`config.mk`:
```
export PLATFORM = sky130hd
export DESIGN_NAME = elevator_scan
export DESIGN_NICKNAME = d
export VERILOG_FILES = /design/src/rtl/elevator_pkg.sv /design/src/rtl/elevator_call_reg.sv /design/src/rtl/elevator_scan.sv
export SDC_FILE = /design/constraint.sdc
export NUM_CORES = 1
export LEC_CHECK = 0
export ABC_CLOCK_PERIOD_IN_PS = 4400
export CORE_MARGIN = 1.5
export CORE_UTILIZATION = 52
export CTS_BUF_LIST = sky130_fd_sc_hd__clkbuf_8
export CTS_CLUSTER_SIZE = 16
export DETAILED_ROUTE_END_ITERATION = 7
export PLACE_DENSITY_LB_ADDON = 0.25
export SLEW_MARGIN = 15
export SYNTH_ARGS = -nofsm -noshare
export SYNTH_HDL_FRONTEND = slang
export SYNTH_SLANG_ARGS = --single-unit
```
`constraint.sdc`:
```
create_clock -name clk -period 4.4 [get_ports clk]
set_input_delay 0.66 -clock clk [delete_from_list [all_inputs] [get_ports clk]]
set_output_delay 0.66 -clock clk [all_outputs]
set_load 0.01 [all_outputs]
```
`src/rtl/elevator_pkg.sv`:
```
// Shared encodings for the SCAN elevator controller: FSM states, actuator
// command codes and door sensor codes.
package elevator_pkg;

   typedef enum logic [2:0] {
      S_IDLE,
      S_CLOSING,
      S_MOVING,
      S_OPENING,
      S_OPEN_WAIT,
      S_FAULT
   } state_t;

   localparam logic [1:0] ENG_STOP = 2'b00;
   localparam logic [1:0] ENG_UP   = 2'b01;
   localparam logic [1:0] ENG_DOWN = 2'b10;

   localparam logic [1:0] DR_HOLD  = 2'b00;
   localparam logic [1:0] DR_OPEN  = 2'b01;
   localparam logic [1:0] DR_CLOSE = 2'b10;

   localparam logic [1:0] SENS_MID    = 2'b00;
   localparam logic [1:0] SENS_OPEN   = 2'b01;
   localparam logic [1:0] SENS_CLOSED = 2'b10;

   function automatic int max_int(input int a, input int b);
      return (a > b) ? a : b;
   endfunction

endpackage

```
`src/rtl/elevator_call_reg.sv`:
```
// Latched car and hall call registers with per-level clear and
// combinational here/above/below summary flags for a queried level.
module elevator_call_reg
   import elevator_pkg::*;
#(
   parameter int FLOORS  = 8,
   parameter int LEVEL_W = 3
) (
   input  logic               clk,
   input  logic               reset,
   input  logic               en,
   input  logic               clr_car,
   input  logic               clr_up,
   input  logic               clr_down,
   input  logic [FLOORS-1:0]  btn_in,
   input  logic [FLOORS-2:0]  btn_up_out,
   input  logic [FLOORS-1:1]  btn_down_out,
   input  logic [LEVEL_W-1:0] lvl,
   output logic               car_here,
   output logic               up_here,
   output logic               down_here,
   output logic               any_above,
   output logic               any_below
);

   logic [FLOORS-1:0] car_q, up_q, dn_q;
   logic [FLOORS-1:0] up_set, dn_set, all_calls;
   logic [FLOORS-1:0] here_mask, below_mask, above_mask;

   always_comb begin
      up_set = '0;
      dn_set = '0;
      up_set[FLOORS-2:0] = btn_up_out;
      dn_set[FLOORS-1:1] = btn_down_out;
   end

   assign here_mask  = FLOORS'(1) << lvl;
   assign below_mask = here_mask - FLOORS'(1);
   assign above_mask = ~(below_mask | here_mask);
   assign all_calls  = car_q | up_q | dn_q;

   // Clear wins over a same-cycle press so a call at an open door never latches.
   always_ff @(posedge clk or negedge reset) begin
      if (!reset) begin
         car_q <= '0;
         up_q  <= '0;
         dn_q  <= '0;
      end else begin
         car_q <= (car_q | ({FLOORS{en}} & btn_in)) & ~({FLOORS{clr_car}}  & here_mask);
         up_q  <= (up_q  | ({FLOORS{en}} & up_set)) & ~({FLOORS{clr_up}}   & here_mask);
         dn_q  <= (dn_q  | ({FLOORS{en}} & dn_set)) & ~({FLOORS{clr_down}} & here_mask);
      end
   end

   assign car_here  = |(car_q & here_mask);
   assign up_here   = |(up_q & here_mask);
   assign down_here = |(dn_q & here_mask);
   assign any_above = |(all_calls & above_mask);
   assign any_below = |(all_calls & below_mask);

endmodule

```
`src/rtl/elevator_scan.sv`:
```
// SCAN (collective) car controller: FSM, shared door/travel timer and level
// counter around the call register block.
module elevator_scan
   import elevator_pkg::*;
#(
   parameter int FLOORS    = 8,
   parameter int LEVEL_W   = 3,
   parameter int DOOR_HOLD = 20,
   parameter int TRAVEL_TO = 200
) (
   input  logic               clk,
   input  logic               reset,
   input  logic               open_btn,
   input  logic               close_btn,
   input  logic               overload,
   input  logic               sensor_inside,
   input  logic               sensor_up,
   input  logic               sensor_down,
   input  logic [1:0]         sensor_door,
   input  logic [FLOORS-1:0]  btn_in,
   input  logic [FLOORS-2:0]  btn_up_out,
   input  logic [FLOORS-1:1]  btn_down_out,
   output logic [1:0]         engine,
   output logic [1:0]         door,
   output logic               direction,
   output logic [LEVEL_W-1:0] level_display,
   output logic               fault
);

   localparam int TW = $clog2(max_int(DOOR_HOLD, TRAVEL_TO)) + 1;
   localparam logic [TW-1:0]      HOLD_LAST   = TW'(DOOR_HOLD - 1);
   localparam logic [TW-1:0]      TRAVEL_LAST = TW'(TRAVEL_TO - 1);
   localparam logic [LEVEL_W-1:0] TOP         = LEVEL_W'(FLOORS - 1);

   state_t             state, state_n, sched_state;
   logic [LEVEL_W-1:0] level, level_n, step_lvl, query_lvl;
   logic               dir, dir_n, sched_flip;
   logic [TW-1:0]      tmr, tmr_n, tmr_inc;
   logic               pulse_ok, door_open_phase;
   logic               car_here, up_here, down_here, any_above, any_below;
   logic               dir_hall_here, opp_hall_here, ahead, behind;

   assign pulse_ok = dir ? (sensor_up & ~sensor_down) : (sensor_down & ~sensor_up);
   assign step_lvl = dir ? ((level == TOP) ? level : level + LEVEL_W'(1))
                         : ((level == '0)  ? level : level - LEVEL_W'(1));
   // While moving, stop decisions look at the floor being arrived at.
   assign query_lvl = (state == S_MOVING && pulse_ok) ? step_lvl : level;
   assign door_open_phase = (state == S_OPENING) || (state == S_OPEN_WAIT);
   assign tmr_inc = (tmr == '1) ? tmr : tmr + TW'(1);

   elevator_call_reg #(
      .FLOORS  (FLOORS),
      .LEVEL_W (LEVEL_W)
   ) u_calls (
      .clk          (clk),
      .reset        (reset),
      .en           (state != S_FAULT),
      .clr_car      (door_open_phase),
      .clr_up       (door_open_phase & dir),
      .clr_down     (door_open_phase & ~dir),
      .btn_in       (btn_in),
      .btn_up_out   (btn_up_out),
      .btn_down_out (btn_down_out),
      .lvl          (query_lvl),
      .car_here     (car_here),
      .up_here      (up_here),
      .down_here    (down_here),
      .any_above    (any_above),
      .any_below    (any_below)
   );

   assign dir_hall_here = dir ? up_here : down_here;
   assign opp_hall_here = dir ? down_here : up_here;
   assign ahead         = dir ? any_above : any_below;
   assign behind        = dir ? any_below : any_above;

   always_comb begin
      sched_state = S_IDLE;
      sched_flip  = 1'b0;
      if (car_here || dir_hall_here) begin
         sched_state = S_OPENING;
      end else if (ahead) begin
         sched_state = S_CLOSING;
      end else if (opp_hall_here) begin
         sched_state = S_OPENING;
         sched_flip  = 1'b1;
      end else if (behind) begin
         sched_state = S_CLOSING;
         sched_flip  = 1'b1;
      end
   end

   always_comb begin
      state_n = state;
      level_n = level;
      dir_n   = dir;
      tmr_n   = tmr;
      case (state)
         S_IDLE: begin
            state_n = sched_state;
            dir_n   = dir ^ sched_flip;
         end
         S_CLOSING: begin
            if (open_btn || sensor_inside || overload) begin
               state_n = S_OPENING;
            end else if (sensor_door == SENS_CLOSED) begin
               state_n = S_MOVING;
               tmr_n   = '0;
            end
         end
         S_MOVING: begin
            if (pulse_ok) begin
               level_n = step_lvl;
               tmr_n   = '0;
               if (car_here || dir_hall_here || !ahead) begin
                  state_n = S_OPENING;
                  if (!ahead && !dir_hall_here && opp_hall_here) dir_n = ~dir;
               end
            end else if (tmr >= TRAVEL_LAST) begin
               state_n = S_FAULT;
            end else begin
               tmr_n = tmr_inc;
            end
         end
         S_OPENING: begin
            if (sensor_door == SENS_OPEN) begin
               state_n = S_OPEN_WAIT;
               tmr_n   = '0;
            end
         end
         S_OPEN_WAIT: begin
            if (open_btn || sensor_inside) begin
               tmr_n = '0;
            end else if (!overload && (close_btn || tmr >= HOLD_LAST)) begin
               state_n = sched_state;
               dir_n   = dir ^ sched_flip;
            end else begin
               tmr_n = tmr_inc;
            end
         end
         default: ;
      endcase
      if (state != S_FAULT) begin
         if (level_n == TOP) dir_n = 1'b0;
         else if (level_n == '0) dir_n = 1'b1;
      end
   end

   always_ff @(posedge clk or negedge reset) begin
      if (!reset) begin
         state <= S_IDLE;
         level <= '0;
         dir   <= 1'b1;
         tmr   <= '0;
      end else begin
         state <= state_n;
         level <= level_n;
         dir   <= dir_n;
         tmr   <= tmr_n;
      end
   end

   assign engine        = (state == S_MOVING) ? (dir ? ENG_UP : ENG_DOWN) : ENG_STOP;
   assign door          = (state == S_CLOSING) ? DR_CLOSE :
                          (state == S_OPENING) ? DR_OPEN  : DR_HOLD;
   assign direction     = dir;
   assign level_display = level;
   assign fault         = (state == S_FAULT);

endmodule

```
## Yosys cells after proc, flatten, opt, wreduce, memory -nomap -nowiden

Cells that the tools add are included.

| word-level totals | value |
|---|---|
| word-level logic and storage cells | 142 |
| bits of input ports | 32 |
| output and inout port bits | 9 |
| flip-flop bits (word level) | 40 |

| cells by class | value |
|---|---|
| mux-type cells | 50 |
| bitwise operators | 32 |
| $lt $le $gt $ge | 2 |
| shift-type cells | 1 |
| add/subtract/negate cells | 4 |
| eq/ne operators | 21 |
| reduce and logical (&&, ||, !) cells | 25 |

Operators by type and width:

| kind | count |
|---|---|
| $and A8 B8 Y8 | 13 |
| $mux W9 | 8 |
| $or A8 B8 Y8 | 6 |
| $mux W3 | 14 |
| $reduce_or A8 Y1 | 5 |
| $pmux W9 S4 | 1 |
| $not A8 Y8 | 4 |
| $mux W1 | 19 |
| $pmux W3 S5 | 1 |
| $eq A3 B3 Y1 const B | 4 |
| $mux W2 | 6 |
| $ne A3 B3 Y1 const B | 4 |
| $add A9 B1 Y9 const B | 1 |
| $eq A9 B9 Y1 const B | 1 |
| $ge A9 B5 Y1 const B | 1 |
| $ge A9 B8 Y1 const B | 1 |
| $logic_not A3 Y1 | 3 |
| $and A8 B7 Y8 | 1 |
| $shl A1 B3 Y8 const A | 1 |
| $sub A8 B1 Y8 const B | 1 |
| $reduce_and A7 Y1 | 1 |
| $eq A3 B2 Y1 const B | 2 |
| $logic_or A1 B1 Y1 | 6 |
| $ne A2 B2 Y1 const B | 3 |
| other kinds (16) | 28 |

## Logic depth before layout (Yosys ltp)

| logic depth | value |
|---|---|
| depth in word-level cells | 23 |
| depth in mapped cells | 24 |
| depth with buffers taken out | 24 |

## Cells and area by module

A second synthesis with hierarchy kept.

| unflattened totals | value |
|---|---|
| cells, all modules | 320 |
| area, all modules | 2822.7 um^2 |

By module, submodules not included:

| module | cells each | area an instance (um^2) | instances | seq. area each (um^2) |
|---|---|---|---|---|
| elevator_scan | 180 | 1476.4 | 1 | 401.6 |
| elevator_call_reg | 140 | 1346.3 | 1 | 600.6 |

## Worst setup path after synthesis

OpenSTA, ideal clock, no wires.

| timing path | value |
|---|---|
| path kind | flip-flop to flip-flop |
| start point | register level[0], in the netlist level_display[0] |
| end point | register state[0] |
| slack | -0.356 ns |
| cell stages (with the launch flop) | 24 |
| clock period less this slack | 4.756 ns |
| path buffers | 1 |
| data required time | 4.278 ns |
| library setup time | 0.122 ns |
| arrival time | 4.634 ns |
| cell sequence | dfrtp_1 inv_1 ha_1 ha_1 or4b_1 a221oi_2 xnor2_1 clkbuf_1 nor3_1 inv_1 ha_1 inv_1 or3_1 ha_1 o31ai_1 nand3_1 o21ai_0 o21ai_0 a21oi_4 and2b_1 o21ai_1 a21oi_1 a21oi_1 o22a_1 |

| between the ends | value |
|---|---|
| longest elaborated chain between the ends | 18 |
| elaborated cells on any way between the ends | 38 |
| classes of those cells | add/sub: 3; eq/ne: 2; shift: 1; mux: 15; bitwise: 7; reduce/logical: 10 |

RTL lines:

| item | line | text |
|---|---|---|
| from (decl) | elevator_scan.sv:36 | `logic [LEVEL_W-1:0] level, level_n, step_lvl, query_lvl;` |
| from (signal assigned) | elevator_scan.sv:157 | `level <= level_n;` |
| $sub A3 B1 Y3 (tied with other cells) | elevator_scan.sv:45 | `: ((level == '0) ? level : level - LEVEL_W'(1));` |
| $mux W3, on equally long branches | elevator_scan.sv:45, elevator_scan.sv:44 |  |
| $mux W3 | elevator_scan.sv:44 | `assign step_lvl = dir ? ((level == TOP) ? level : level + LEVEL_W'(1))` |
| $mux W3 * | elevator_scan.sv:47 | `assign query_lvl = (state == S_MOVING && pulse_ok) ? step_lvl : level;` |
| $shl A1 B3 Y8 * | elevator_call_reg.sv:37 | `assign here_mask = FLOORS'(1) << lvl;` |
| $sub A8 B1 Y8 | elevator_call_reg.sv:38 | `assign below_mask = here_mask - FLOORS'(1);` |
| $or A8 B8 Y8 | elevator_call_reg.sv:39 | `assign above_mask = ~(below_mask \| here_mask);` |
| $not A8 Y8 | elevator_call_reg.sv:39 |  |
| [2 not listed] | n/a |  |
| $mux W1 | elevator_scan.sv:75 | `assign behind = dir ? any_below : any_above;` |
| $mux W1 | elevator_scan.sv:87 | `end else if (behind) begin` |
| $mux W2 | elevator_scan.sv:84 | `end else if (opp_hall_here) begin` |
| $mux W2 | elevator_scan.sv:82 | `end else if (ahead) begin` |
| $mux W2 | elevator_scan.sv:80 | `if (car_here \|\| dir_hall_here) begin` |
| $mux W3 | elevator_scan.sv:134 | `end else if (!overload && (close_btn \|\| tmr >= HOLD_LAST)) begin` |
| $mux W3 | elevator_scan.sv:132 | `if (open_btn \|\| sensor_inside) begin` |
| $pmux W3 S5 | elevator_scan.sv:98 | `case (state)` |
| to (signal assigned) | elevator_scan.sv:156 | `state <= state_n;` |
| to (decl) | elevator_scan.sv:35 | `state_t state, state_n, sched_state;` |

Every way passes the cells marked *; elsewhere a longest branch is shown, timed or not. The select of a mux whose other input is x is not followed.
A chain may end at the register's enable or synchronous reset.

## Final worst setup path

| timing path | value |
|---|---|
| start point | register level[0], in the netlist level_display[0] |
| end point | register dir, in the netlist direction |

| between the ends | value |
|---|---|
| elaborated cells on any way between the ends | 50 |
| classes of those cells | add/sub: 3; eq/ne: 2; shift: 1; mux: 23; bitwise: 8; reduce/logical: 13 |

RTL lines:

| item | line | text |
|---|---|---|
| $sub A3 B1 Y3 (tied with other cells) | elevator_scan.sv:45 |  |
| $mux W3, on equally long branches | elevator_scan.sv:45, elevator_scan.sv:44 |  |
| $mux W3 * | elevator_scan.sv:44 |  |
| $mux W3 * | elevator_scan.sv:112 | `if (pulse_ok) begin` |
| $mux W3 * | elevator_scan.sv:98 |  |
| named net level_n[1] | elevator_scan.sv:36 |  |
| $logic_not A3 Y1 | elevator_scan.sv:145 | `else if (level_n == '0) dir_n = 1'b1;` |
| $mux W1 | elevator_scan.sv:145 |  |
| $mux W1 * | elevator_scan.sv:144 | `if (level_n == TOP) dir_n = 1'b0;` |
| $mux W1 * | elevator_scan.sv:143 | `if (state != S_FAULT) begin` |
| named net dir_n | elevator_scan.sv:37 | `logic dir, dir_n, sched_flip;` |
| to (signal assigned) | elevator_scan.sv:158 | `dir <= dir_n;` |
| to (decl) | elevator_scan.sv:37 |  |

Mark *: on every way through the listed nets, which the timed path passes. The rest lies on a longest branch.

==> flow_summary.ini <==
[power_and_ir_drop]
p_leak_nw = 1.64
finalPower_mw = 1.63
seqPwrFrac_pct = 27.8
pwr-share-clk_pct = 18.7
internal_power_mw = 0.976
power_density_nw_per_um2 = 404
ir_drop_mv = 0.298
pwr-share-comb_pct = 53.5
net-switching-power_mw = 0.654
switching_share_pct = 40.1

[route]
drtAntennaViolNets = 0
vias = 3253
drt-initial-drc-count = 227
routed_wl_mm = 9.15
viasPerCell = 6.24
wire_per_inst_um = 17.6
firstDrtPassIters = 4
drc_errors = 0

[cells_and_area]
areaGrowthSynthToFinish_pct = 32.6
diodes = 0
fill_cells = 440
fin_nets = 493
drive_gt1_share_pct = 22.3
stdcell_count = 521
stdcell_area_um2 = 4040

[logic_synthesis]
synth_compound_area_share_pct = 27.8
syn_area_per_cell_um2 = 8.32
ys_ff_latch = 40
synth_top_family_by_area = compound AO/OA/AOI/OAI gates
synth_cell_type_count = 71
netlist_area_um2 = 3040
synth-edff-count = 0
yosysSeqAreaShare_pct = 32.9
synth_xor_area_share_pct = 1.73
synth_mux_area_share_pct = 5.51
synthAdderAreaFrac_pct = 5.34
ys_warn_count = 0
syn_nets = 411
synthCells = 366
synth_simple_gate_area_share_pct = 21.0
synth-main-ff-cell = dfrtp_1
async_reset_ff_share_pct = 100

[placement]
post-dp-hpwl_mm = 6.79
place_area_um2 = 3790
finalWeightedCongestion = 1.00
dp.cells = 505
place_ws_ns = -0.407
portBuffers = 40

[global_route]
grt_pass1_wl_mm = 14.6
grt_overflow = 0
grt_max_degree = 41
grt_pass1_vias = 3005
antenna_found_initial = 0
grtUsageTotal_pct = 29.5

[critical_path]
max_stage_delay_ns = 0.50
cp-end-kind = register
cp_cell_sequence = buf_4, ha_1, and2_1, or4_4, a21o_1, nand2_4, inv_4, nor3_2, inv_1, ha_2, inv_2, buf_4, ha_1, o31ai_1, nand3_1, nor2_2, o21ai_2, a21oi_4, inv_2, o41ai_2, o2111ai_1, a211oi_1, nor2_1
cpMaxStageDelayCell = or4_4
critical_path_class = reg -> reg
crit_arrival_ns = 4.47
critPathMaxFanout = 7
cp_num_buf_inv = 6
start_kind = register
crit_family = simple AND/OR/NAND/NOR gates
critPathRequiredTime_ns = 4.63

[timing]
worstMarginPinSlew_ns = 0.909
slew_violations = 0
finalWorstSetupSlack_ns = 0.159
relSlewSlack_pct = 39.4
fmaxAchievable_mhz = 236
clock_skew_ns = 0.00476
period_minus_slack_ns = 4.24
setup_viol = 0
hold_violations = 0
fin_setup_tns_ns = 0
rsz0062_at_grt = true
period_share_pct = 96.4

[clocking]
tritoncts = yes
htree_levels = 2
clock-sinks = 40
cts_buffers = 5
cts_buffer_depth = 2
cts_hold_buf = 0
ctsRootBufferMaster = clkbuf_8
path_clk_slew_ns = 0.08
insertion_delay_ns = 0.30

[floorplan]
num_rows = 27
dieArea_um2 = 6320
core_um2 = 5570
dieHeight_um = 79.5
pin_count = 41
dieWidth_um = 79.5
initial_core_util_pct = 54.6

[outcome]
status = complete, no violations

[hold_path]
hp-class = in -> async

[flow_run]
drv_cap = 0
## cell usage after synthesis (2+ instances only)
cell type  number  share of area [%]
dfrtp_1        39                 32
nor3_1         13                2.1
o21ai_0         9                1.5
or3_1           2               0.41
buf_2           4               0.66
a21oi_1        50                8.2
nand4_1         4               0.82
and3_1          2               0.41
xor2_1          3               0.86
and2_1          5                1.0
a221o_1         4                1.3
nand3b_1        3               0.74
xnor2_1         3               0.86
nor4_1          3               0.62
inv_2           4               0.49
nand3_1        11                1.8
o22ai_1        10                2.1
a211oi_1        2               0.49
nor2_1         32                3.9
nand2_1        33                4.1
o31ai_1        16                3.9
ha_1           13                5.3
clkbuf_1        9                1.1
a21boi_0        3               0.74
nor2b_1         6                1.2
mux2i_1        10                3.3
a22o_1          2               0.58
buf_6           2               0.74
mux2_2          3                1.1
inv_1          17                2.1
a31oi_1         7                1.4
o21ai_1         2               0.33
nand2b_1        2               0.41
## cells by family (layout without fill, tap and decap cells)
| logic type | Yosys count | in the layout |
|---|---|---|
| AOI/OAI and AO/OA | 126 | 126 |
| xor gates and xnor gates | 6 | 6 |
| adders and majority gates | 13 | 13 |
| buffers and inverters | 39 | 122 |
| DFF | 40 | 40 |
| muxes | 15 | 15 |
| and+or+nand+nor | 127 | 127 |
## what timing repair did
item / CTS / global route
pin swaps: 3 / 11
gates cloned: 0 / 0
buffers inserted: 3 / 5
endpoints found under the setup margin: 3 / 3
resized for setup: 6 / 14
## cell usage in the layout, fill, tap and decap left out, types with 5 or more instances in the layout
cell type	n
inv_2	6
clkbuf_8	5
dfrtp_1	38
inv_1	15
clkdlybuf4s50_1	37
buf_4	52
nand3_1	10
a21oi_1	49
mux2i_1	10
ha_1	10
nand2_1	33
nor3_1	12
nor2_1	31
o22ai_1	9
a31oi_1	7
o31ai_1	16
o21ai_0	7
nor2b_1	6
and2_1	5
## through the flow
stage,hold WS (ns),utilization [%]
2_1_floorplan,0.364,-
3_3_place_gp,0.551,68.0
3_5_place_dp,0.569,68.0
4_1_cts,0.517,70.7
5_1_grt,0.565,72.4
6_report,0.488,72.4
## registers in the layout, summed over array words and instances (netlist names)
| signal | cells |
|---|---|
| direction | 1 |
| u_calls.dn_q | 8 |
| tmr | 9 |
| u_calls.up_q | 8 |
| state | 3 |
| u_calls.car_q | 8 |
| level_display | 3 |
## worst register-to-register path, stage by stage, from the launching register on
cell	delay [ns]
dfrtp_2	0.42
buf_4	0.17
ha_1	0.24
and2_1	0.22
or4_4	0.50
a21o_1	0.23
nand2_4	0.08
inv_4	0.05
nor3_2	0.20
inv_1	0.08
ha_2	0.19
inv_2	0.05
buf_4	0.10
ha_1	0.21
o31ai_1	0.08
nand3_1	0.17
nor2_2	0.19
o21ai_2	0.08
a21oi_4	0.15
inv_2	0.06
o41ai_2	0.20
o2111ai_1	0.18
a211oi_1	0.25
nor2_1	0.07
## power groups by stage
stage	clock (mW)	combinational, mW	sequential, mW
after floorplan	0	0.491	0.453
after global placement	0	0.734	0.454
after detailed placement	0	0.749	0.456
after CTS	0.311	0.780	0.449
after global routing	0.322	0.942	0.456
final	0.305	0.872	0.453
## layout make-up
| type | count | area (um^2) | share of cell area, % |
|---|---|---|---|
| Inverter | 22 | 85.1 | 2.11 |
| Multi-Input combinational cell | 287 | 1960 | 48.7 |
| Tap cell | 72 | 90.1 | 2.23 |
| Clock inverter | 3 | 42.5 | 1.05 |
| Timing Repair Buffer | 92 | 783 | 19.4 |
| Sequential cell | 40 | 1000 | 24.9 |
| Clock buffer | 5 | 68.8 | 1.70 |
## metal layers
layer	track usage, %	part of all wire (%)
met3	5.03	7.3
met1	39.3	43
met2	48.5	48
met4	9.47	2.0
met5	0	0
## path summary, 6_finish.rpt
kind                       slack (ns)  cells after the start               end             start
min                              0.49                      1   u_calls.dn_q[1]             reset
max in group asynchronous        3.30                      1  level_display[0]             reset
min reg2reg                      0.58                      2            tmr[4]            tmr[4]
max                              0.16                     23         direction  level_display[0]
max reg2reg                      0.16                     23         direction  level_display[0]
min in group clk                 0.58                      2            tmr[4]            tmr[4]
Power figures use the tool's default switching activity.
